[config.mk]
export PLATFORM = sky130hd
export DESIGN_NAME = lfsr_engine
export DESIGN_NICKNAME = d
export VERILOG_FILES = /design/src/rtl/lfsr_engine.sv
export SDC_FILE = /design/constraint.sdc
export NUM_CORES = 1
export LEC_CHECK = 0
export CAP_MARGIN = 40
export CORE_MARGIN = 4
export CORE_UTILIZATION = 45
export CTS_CLUSTER_SIZE = 25
export DETAILED_ROUTE_END_ITERATION = 8
export PLACE_DENSITY = 0.77
export SLEW_MARGIN = 5
export SYNTH_ARGS = -nofsm -noshare
export SYNTH_HDL_FRONTEND = slang
export SYNTH_SLANG_ARGS = --single-unit
[constraint.sdc]
create_clock -name clk -period 2.55 [get_ports clk]
set_input_delay 0.51 -clock clk [delete_from_list [all_inputs] [get_ports clk]]
set_output_delay 0.51 -clock clk [all_outputs]
set_load 0.02 [all_outputs]
[src/rtl/lfsr_engine.sv]
// lfsr_engine: WIDTH-bit LFSR with Fibonacci/Galois feedback, parallel seed
// load, external serial shift-in, all-zero lock-up detection with optional
// auto-recovery, and a step counter that flags return to the loaded start
// state.
//
// Control interface: there is no valid/ready handshake. A step happens on a
// rising clk edge where en=1 and load=0. A load happens on a rising clk edge
// where load=1, regardless of en. All outputs are registered.
module lfsr_engine #(
  parameter int               WIDTH        = 4,
  parameter logic [WIDTH-1:0] FTAPS        = 4'b1001,
  parameter logic [WIDTH-1:0] GTAPS        = 4'b0011,
  parameter logic [WIDTH-1:0] SEED         = 4'b0001,
  parameter bit               AUTO_RECOVER = 1'b1
) (
  input  logic             clk,
  input  logic             rst_n,
  input  logic             en,
  input  logic             load,
  input  logic [WIDTH-1:0] seed_in,
  input  logic             mode,
  input  logic             ext_sel,
  input  logic             ext_in,
  output logic [WIDTH-1:0] q,
  output logic             out_bit,
  output logic             lockup,
  output logic             period_done,
  output logic [WIDTH-1:0] step_cnt
);

  logic [WIDTH-1:0] q_q, q_d;
  logic [WIDTH-1:0] start_q, start_d;
  logic             lockup_q, lockup_d;
  logic             period_done_q, period_done_d;
  logic [WIDTH-1:0] step_cnt_q, step_cnt_d;

  // Candidate next states for each step flavour.
  logic [WIDTH-1:0] fib_next;
  logic [WIDTH-1:0] gal_next;
  logic [WIDTH-1:0] ext_next;
  logic [WIDTH-1:0] step_next;
  logic             zero_lock;

  // Compute the three step candidates from the current state.
  always_comb begin
    fib_next = {q_q[WIDTH-2:0], ^(q_q & FTAPS)};
    gal_next = {q_q[WIDTH-2:0], 1'b0} ^ ({WIDTH{q_q[WIDTH-1]}} & GTAPS);
    ext_next = {q_q[WIDTH-2:0], ext_in};
  end

  // Select the next state and update flags and the step counter.
  always_comb begin
    q_d           = q_q;
    start_d       = start_q;
    lockup_d      = lockup_q;
    period_done_d = 1'b0;
    step_cnt_d    = step_cnt_q;
    step_next     = q_q;
    // Lock-up only matters for feedback steps; ext shifting can leave zero.
    zero_lock     = !ext_sel && (q_q == '0);

    if (ext_sel) begin
      step_next = ext_next;
    end else if (zero_lock) begin
      step_next = AUTO_RECOVER ? SEED : '0;
    end else if (mode) begin
      step_next = gal_next;
    end else begin
      step_next = fib_next;
    end

    if (load) begin
      q_d        = seed_in;
      start_d    = seed_in;
      step_cnt_d = '0;
      lockup_d   = 1'b0;
    end else if (en) begin
      q_d = step_next;
      if (zero_lock) begin
        lockup_d = 1'b1;
      end
      if (step_next == start_q) begin
        period_done_d = 1'b1;
        step_cnt_d    = '0;
      end else if (zero_lock && AUTO_RECOVER) begin
        step_cnt_d = '0;
      end else if (step_cnt_q != {WIDTH{1'b1}}) begin
        step_cnt_d = step_cnt_q + 1'b1;
      end
    end
  end

  // State registers, cleared to the seed state asynchronously.
  always_ff @(posedge clk or negedge rst_n) begin
    if (!rst_n) begin
      q_q           <= SEED;
      start_q       <= SEED;
      lockup_q      <= 1'b0;
      period_done_q <= 1'b0;
      step_cnt_q    <= '0;
    end else begin
      q_q           <= q_d;
      start_q       <= start_d;
      lockup_q      <= lockup_d;
      period_done_q <= period_done_d;
      step_cnt_q    <= step_cnt_d;
    end
  end

  assign q           = q_q;
  assign out_bit     = q_q[WIDTH-1];
  assign lockup      = lockup_q;
  assign period_done = period_done_q;
  assign step_cnt    = step_cnt_q;

endmodule

# After elaboration in Yosys (flattened, before gate mapping)
# Index checks and enable logic that the tools add are counted.
# Widths: inputs -> output; s select.
dict set report totals {
  ff_bits 14
  latchBits 0
  mem_bits_rw 0
  mem_bits_ro 0
  mem_count 0
}
dict set report op_classes {
  n_addsub 1
  mul 0
  div 0
  magnitude_cmp 0
  n_eq_ne 2
  shifts 0
  mux 16
  bitwise_logic 1
  n_reduce_logical 9
}
# operator count
set op_table {}
lappend op_table {{$mux 4} 10}
lappend op_table {{$mux 1} 6}
lappend op_table {{$add 4x1->4 const B} 1}
lappend op_table {{$eq 4x4->1} 1}
lappend op_table {{$logic_not 4->1} 1}
lappend op_table {{$ne 4x4->1 const B} 1}
lappend op_table {{$reduce_and 2->1} 2}
lappend op_table {{$reduce_bool 2->1} 2}
lappend op_table {{$reduce_bool 4->1} 1}
lappend op_table {{$reduce_xor 4->1} 1}
lappend op_table {{$xor 4x2->4} 1}
lappend op_table {{$logic_and 1x1->1} 1}
lappend op_table {{$logic_not 1->1} 1}

# Logic depth before layout (Yosys ltp)
# Gate-level depths: netlist (run 1).
dict set report depth {
  depth_word 8
  mapped_depth 6
  mapped_depth_nobuf 6
}

# Worst setup path before layout (run 1)
# No wires, ideal clock.
dict set report synth_timing {
  path_kind {reg2reg}
  startpoint {register q_q[3] (netlist: q[3])}
  endpoint {register step_cnt_q[0] (netlist: step_cnt[0])}
  setup_time_ps 132
  arrival_ps 1746
  required_time_ps 2418
  slack_ps 672
  stages_incl_launch_ff 7
  n_path_buf 0
  period_less_slack_ps 1878
  path_cell_list {dfrtp_1 -> xor2_1 -> a221o_1 -> a21oi_1 -> o2111ai_4 -> a31oi_1 -> mux2i_1}
}
dict set report synth_via {
  elab_chain_cells 8
  word_cells_on_any_way 14
}
# element line
set synth_rtl {}
lappend synth_rtl {{start: declaration} 31} ;# logic [WIDTH-1:0] q_q, q_d;
lappend synth_rtl {{start signal: assignment} 102} ;# q_q <= q_d;
lappend synth_rtl {{$reduce_xor 4->1 (tied with other cells)} 46} ;# fib_next = {q_q[WIDTH-2:0], ^(q_q & FTAPS)};
lappend synth_rtl {{$mux 4 / $logic_and 1x1->1 (equally long branches)} {66, 60}}
lappend synth_rtl {{$mux 4} 64} ;# end else if (zero_lock) begin
lappend synth_rtl {{$mux 4} 62} ;# if (ext_sel) begin
lappend synth_rtl {{$eq 4x4->1} 82} ;# if (step_next == start_q) begin
lappend synth_rtl {{$mux 4} 82}
lappend synth_rtl {{$mux 4} 77} ;# end else if (en) begin
lappend synth_rtl {{$mux 4} 72} ;# if (load) begin
lappend synth_rtl {{end signal: assignment} 106} ;# step_cnt_q <= step_cnt_d;
lappend synth_rtl {{end: declaration} 35} ;# logic [WIDTH-1:0] step_cnt_q, step_cnt_d;
# Parallel ways exist; a longest one is shown, timed or not. The select of a mux whose other input is x is not followed.
# A chain may end at the register's enable or synchronous reset.

# Worst setup path after layout (run 1)
dict set report layout_timing {
  startpoint {input port mode}
  endpoint {register step_cnt_q[0] (netlist: step_cnt[0])}
}
dict set report layout_via {
  elab_chain_cells 7
  word_cells_on_any_way 9
}
# element line
set layout_rtl {}
lappend layout_rtl {{start: declaration} 21} ;# input logic mode,
lappend layout_rtl {{$mux 4 *} 66} ;# end else if (mode) begin
lappend layout_rtl {{$mux 4 *} 64}
lappend layout_rtl {{$mux 4 *} 62}
lappend layout_rtl {{$eq 4x4->1 *} 82}
lappend layout_rtl {{$mux 4} 82}
lappend layout_rtl {{$mux 4} 77}
lappend layout_rtl {{$mux 4} 72}
# Every way passes the cells marked *; elsewhere a longest branch is shown, timed or not. The select of a mux whose other input is x is not followed.

==> qor.yml, run 1 <==
logic_synthesis:
  synthMuxAreaShare: 0.0407
  yosys_register_bits: 14
  synthAdderAreaFrac: 0.0169
  seq_area_frac_synth: 0.478
  yosysWarnings: 0
  syn_area_sq_um: 738
  synth-xor-area-share: 0.0593
  avgSynthCellArea_sq_um: 9.59
  synth_simple_gate_area_frac: 0.176
  synth-compound-area-share: 0.183
  synth_top_family_by_area: "compound AO/OA/AOI/OAI gates"
  yosysUniqueCellTypes: 28
  syn_nets: 89
  syn-instance-count: 77
routing:
  dr.pass1.iters: 4
  drt-wirelength-per-cell_microns: 13.6
  via_per_inst: 5.34
  antenna_left: 0
  drt_iter0_drc: 3
  drc: 0
  vias: 614
  routed_wl_microns: 1560
cts:
  clockBufferDepth: 2
  cts_tree: "built"
  cts_buffers: 3
  hold_buffers: 0
  post-cts-setup-buffers: 0
  clk_pin_slew_ns: 0.07
  cts_resized: 0
  clock-sinks: 14
  root_buffer: "clkbuf_4"
  clock_latency_ns: 0.27
  ctsHtreeMaxLevel: 1
worst_setup_path:
  cp.arrival_ns: 2.27
  start_kind: "input pin"
  worstSetupPathType: "in -> reg"
  endpoint_kind: "flop"
  critPathMaxFanout: 6
  worstPathRequired_ns: 2.70
hold_path:
  hold_class: "reg -> reg"
timing:
  finClkSkew_ns: 0.00151
  slew_headroom: 0.583
  finalCritPeriodShare: 0.831
  worstMarginPinSlew_ns: 0.624
  rsz0062_at_grt: "no"
  setup-violations-final: 0
  fmax_ghz: 0.472
  fin_crit_ns: 2.12
  slew_viol_final: 0
  tns_ns: 0
  hold_viol: 0
placement:
  port_buffers: 21
  place_inst: 111
  gp_congestion: 0.833
  dpl.hpwl_microns: 1240
grt:
  grt_pass1_vias: 631
  grt_overflow: 0
  grt_max_degree: 18
  grt_first_pass_wirelength_microns: 2730
  grt_usage: 0.144
  antenna_found_initial: 0
die:
  rows: 14
  boundaryPins: 22
  dieHeight_microns: 48.5
  initial_core_util: 0.484
  dieArea_sq_mm: 0.00235
  die_w_microns: 48.5
  coreArea_sq_mm: 0.00152
layout:
  final_common_cell: "clkdlybuf4s50_1"
  n_antenna_cell: 0
  drive_above_1_share: 0.101
  nets: 112
  fin_util: 0.649
  final_cell_mix: "clkdlybuf4s50_1, dfrtp_1, o21ai_0, nand2_1, a21oi_1"
  finalNonFillerCells: 115
  syn_to_final_growth_pct: 34.1
power_and_ir_drop:
  p_per_area_mw_per_mm2: 582
  p_leak_nw: 0.417
  vdd_drop_max_mv: 0.439
outcome:
  status: "completed"
run:
  drv_cap: 0
==> registers in the layout (all words and copies together), names as in the netlist <==
name / flops
q: 4
step_cnt: 4
start_q: 4
period_done: 1
lockup: 1
==> stage by stage <==
step	total power [W]	cell area (sq um)	hold slack [ns]	setup WS, ns
6_report	0.000576	990	0.500	0.431
5_1_grt	0.000615	990	0.548	0.397
4_1_cts	0.000587	990	0.506	0.444
3_5_place_dp	0.000431	953	0.486	0.145
3_3_place_gp	0.000426	953	0.478	0.224
2_1_floorplan	0.000361	738	0.214	0.672
==> Yosys cell counts, drive strengths merged <==
master | count | area, sq um
dfrtp | 12 | 300
o21ai | 11 | 55.1
nand2 | 7 | 26.3
a21oi | 6 | 30.0
inv | 5 | 18.8
nor2 | 5 | 18.8
nand3 | 4 | 20.0
and3 | 3 | 25.0
mux2i | 3 | 30.0
xnor2 | 3 | 26.3
clkbuf | 2 | 7.51
dfstp | 2 | 52.6
or2 | 2 | 12.5
xor2 | 2 | 17.5
a221o | 1 | 10.0
a31oi | 1 | 6.26
buf | 1 | 7.51
ha | 1 | 12.5
nand3b | 1 | 7.51
nand4 | 1 | 6.26
nor3b | 1 | 7.51
nor4 | 1 | 6.26
o2111ai | 1 | 26.3
o211ai | 1 | 7.51
==> cell type report <==
| class | count | area (sq um) |
|---|---|---|
| clock buffers | 4 | 36.3 |
| fillers | 130 | 534 |
| inverters | 5 | 18.8 |
| multi-input cells | 55 | 352 |
| flip-flops and latches | 14 | 353 |
| well taps | 16 | 20.0 |
| repair buffers | 21 | 210 |
==> per-layer routing <==
metal | vias up | GRT usage | part of all wire
li1 | 315 | - | -
met1 | 279 | 0.164 | 0.43
met2 | 16 | 0.233 | 0.50
met3 | 4 | 0.0583 | 0.055
met4 | 0 | 0.0673 | 0.019
met5 | - | 0 | 0
==> worst paths after layout <==
path | from | slack [ns] | cells after the start | endpoint
min in group asynchronous | rst_n | 0.62 | 1 | start_q[3]
worst min-delay path | lockup | 0.50 | 2 | lockup
worst min register to register | lockup | 0.50 | 2 | lockup
max in group asynchronous | rst_n | 1.53 | 1 | step_cnt[0]
worst max register to register | q[1] | 0.61 | 6 | step_cnt[0]
worst max-delay path | mode | 0.43 | 7 | step_cnt[0]
==> logic make-up (layout without fill, tap and decap cells) <==
kind of cell,count (synthesis),count (layout)
AOI/OAI and AO/OA,21,21
adders and majority gates,1,1
buffers and inverters,8,30
and+or+nand+nor,25,25
DFF,14,14
xor gates and xnor gates,5,5
muxes,3,3
==> report_power, final <==
| group | internal [W] | leakage [nW] | switching [W] | total [W] |
|---|---|---|---|---|
| sequential | 0.000245 | 0.175 | 0.0000223 | 0.000267 |
| clock | 0.0000868 | 0.0210 | 0.0000645 | 0.000151 |
| combinational | 0.0000771 | 0.221 | 0.0000803 | 0.000157 |
| total | 0.000409 | 0.417 | 0.000167 | 0.000576 |
==> worst max-delay path: stages <==
cell and delay (ns):
clkdlybuf4s50_1 0.43, xor2_1 0.16, a221o_1 0.39, a21oi_1 0.26
o2111ai_4 0.19, a31oi_1 0.23, mux2i_1 0.10
(Power assumes the default switching activity.)
==> run 2: changes to the inputs <==
--- a/config.mk
+++ b/config.mk
@@ -7,10 +7,10 @@
 export LEC_CHECK = 0
 export CAP_MARGIN = 40
 export CORE_MARGIN = 4
-export CORE_UTILIZATION = 45
+export CORE_UTILIZATION = 40
 export CTS_CLUSTER_SIZE = 25
 export DETAILED_ROUTE_END_ITERATION = 8
-export PLACE_DENSITY = 0.77
+export PLACE_DENSITY = 0.72
 export SLEW_MARGIN = 5
 export SYNTH_ARGS = -nofsm -noshare
 export SYNTH_HDL_FRONTEND = slang
==> constraint.sdc (replaced) <==
create_clock -name clk -period 1.9 [get_ports clk]
set_input_delay 0.38 -clock clk [delete_from_list [all_inputs] [get_ports clk]]
set_output_delay 0.38 -clock clk [all_outputs]
set_load 0.02 [all_outputs]
==> run 2 against run 1 <==
Effect of this change: utilization decreased by 4.4 points; critical path depth is 6 lower; via count grew 11%; clock skew grew 0.0029 ns; worst setup slack lost 0.39 ns; combinational power increased by 54%.
==> qor.yml, run 2 (same netlist as run 1, synthesis figures left out) <==
hold_path:
  hold_class: "in -> async"
outcome:
  status: "completed"
layout:
  filler_cell_count: 156  # +20%
  final_cell_mix: "clkdlybuf4s50_1, dfrtp_1, o21ai_0, nand2_1, buf_4"
  final_common_cell: "clkdlybuf4s50_1"
  drive_above_1_share: 0.162  # +0.0609
  syn_to_final_growth_pct: 43.2
  multi_input_area_sq_um: 370  # +5.3%
  nets: 118  # +5.4%
  seqCellArea_sq_um: 353  # unchanged
  n_antenna_cell: 0  # unchanged
run:
  drv_cap: 0  # unchanged
routing:
  met2_length_microns: 832  # +7.2%
  route.top_layer_used: "met4"
  dr.pass1.iters: 4  # unchanged
  routed_wl_microns: 1790  # +15%
  drc: 0  # unchanged
  vias: 683  # +11%
  via_per_inst: 5.25  # -1.6%
  wl_met3_microns: 88  # +2.3%
  met1_length_microns: 795  # +19%
  drt-wirelength-per-cell_microns: 13.7  # +1.3%
  drt_iter0_drc: 17  # +14
  antenna_left: 0  # unchanged
cts:
  clk_pin_slew_ns: 0.09  # +0.02 ns
  ctsHtreeMaxLevel: 1  # unchanged
  clock-sinks: 14  # unchanged
  clock_latency_ns: 0.28  # about the same
  cts_buffers: 3  # unchanged
  cts_tree: "built"
  clockBufferDepth: 2  # unchanged
  root_buffer: "clkbuf_4"
die:
  coreArea_sq_mm: 0.00175  # +15%
  initial_core_util: 0.423  # -0.0615
  rows: 15  # +1
  dieArea_sq_mm: 0.00260  # +10%
  dieHeight_microns: 51.0  # +5.1%
  boundaryPins: 22  # unchanged
  die_w_microns: 51.0  # +5.1%
power_and_ir_drop:
  p_per_area_mw_per_mm2: 732  # +26%
  p_leak_nw: 0.452  # +8.2%
  p_sw_w: 0.000246  # +47%
  vdd_drop_max_mv: 0.495  # +13%
  p_sw_frac: 0.319  # +0.0283
  pwr-share-seq: 0.455  # -0.009
  clock_power_share: 0.232  # -0.031
  combPwrFrac: 0.313  # +0.040
  power_report.internal_total_w: 0.000527  # +29%
grt:
  antenna_found_initial: 0  # unchanged
  grt_usage: 0.159  # +0.0148
  grt_overflow: 0  # unchanged
  grt_pass1_vias: 655  # +3.8%
  grt_first_pass_wirelength_microns: 3040  # +12%
  grt_max_degree: 15  # -3
timing:
  worstMarginPinSlew_ns: 0.429  # -0.195 ns
  fmax_ghz: 0.538
  hold-worst-slack_ns: 0.403  # -0.0972 ns
  fin_crit_ns: 1.86
  rsz0062_at_grt: "yes"
  tns_ns: 0  # unchanged
  setup-violations-final: 0  # unchanged
  hold_viol: 0  # unchanged
  slew_viol_final: 0  # unchanged
  finalCritPeriodShare: 0.978
  slew_headroom: 0.713  # +0.130
  finClkSkew_ns: 0.00439  # +0.00288 ns
placement:
  dpl.hpwl_microns: 1300  # +5.2%
  gp_congestion: 0.839  # +0.78%
  port_buffers: 21  # unchanged
worst_setup_path:
  endpoint_kind: "output port"
  worstSetupPathType: "reg -> out"
  r2r_cells: 6  # unchanged
  r2r_start: "q[0]"
  critPathMaxFanout: 6  # unchanged
  cp_cell_sequence: "clkdlybuf4s50_1"
  start_kind: "flop"
  cp_slowest_stage_delay_ns: 0.62  # +0.19 ns
  regToRegSetupSlack_ns: 0.08  # -0.53 ns
  crit_slowest_cell: "clkdlybuf4s50_1"
  reg2reg_to: "step_cnt[0]"
  crit_family: "buffers and inverters"
  cp.arrival_ns: 1.48  # -0.79 ns
  crit_buf_inv: 1  # unchanged
  worstPathRequired_ns: 1.52  # -1.18 ns
run 2: changes by cell type in the layout (fill, tap and decap cells not counted), sizes merged:
| cell | previous run | this run |
|---|---|---|
| buf | 0 | 6 |
| clkdlybuf4s50 | 21 | 20 |
| dlymetal6s2s | 0 | 1 |
run 2: metal layers:
layer / up-vias / global-route usage
met1: 329 / 0.204
met5: - / 0
met2: 21 / 0.245
met4: 0 / 0.0942
li1: 326 / -
met3: 7 / 0.0321
run 2: timing repair:
item | in CTS | in global routing
hold buffers | 0 | 0
endpoints found under the setup margin | 2 | 5
pin swaps | 2 | 7
endpoints found under the hold margin | 0 | 0
cloned | 0 | 0
buffers inserted | 0 | 0
gates resized for setup | 2 | 2
run 2: metrics by stage:
stage	total power [W]	setup WS, ns	instance area [sq um]	utilization	instances
after floorplan	0.000485	0.0216	738	-	77
after global placement	0.000589	-0.292	1010	0.578	126
after detailed placement	0.000595	-0.350	1010	0.578	126
after CTS	0.000776	0.000622	1050	0.599	130
after global routing	0.000822	-0.0254	1060	0.606	130
final	0.000773	0.0417	1060	0.606	130
run 2: cell type report:
class / count / share of cell area
multi-input cells: 55 / 0.350
inverters: 5 / 0.0178
well taps: 25 / 0.0296
flip-flops and latches: 14 / 0.334
repair buffers: 27 / 0.244
clock buffers: 4 / 0.0249
run 2: worst max path at each step:
stage	startpoint	end	slack [ns]	depth (start not counted)
floorplan	q[3]	step_cnt[0]	0.02	6
global placement	mode	step_cnt[0]	-0.29	7
CTS	mode	step_cnt[2]	0.0006	7
global route	ext_sel	step_cnt[0]	-0.03	7
finish	q[0]	q[0]	0.04	1
detailed placement	mode	step_cnt[0]	-0.35	7
run 2: power by group through the flow:
| stage | Clock (W) | Sequential [W] | Combinational, W |
|---|---|---|---|
| floorplan | 0 | 0.000384 | 0.000101 |
| global placement | 0 | 0.000356 | 0.000233 |
| detailed placement | 0 | 0.000357 | 0.000237 |
| CTS | 0.000184 | 0.000351 | 0.000241 |
| global route | 0.000202 | 0.000358 | 0.000263 |
| finish | 0.000179 | 0.000352 | 0.000242 |
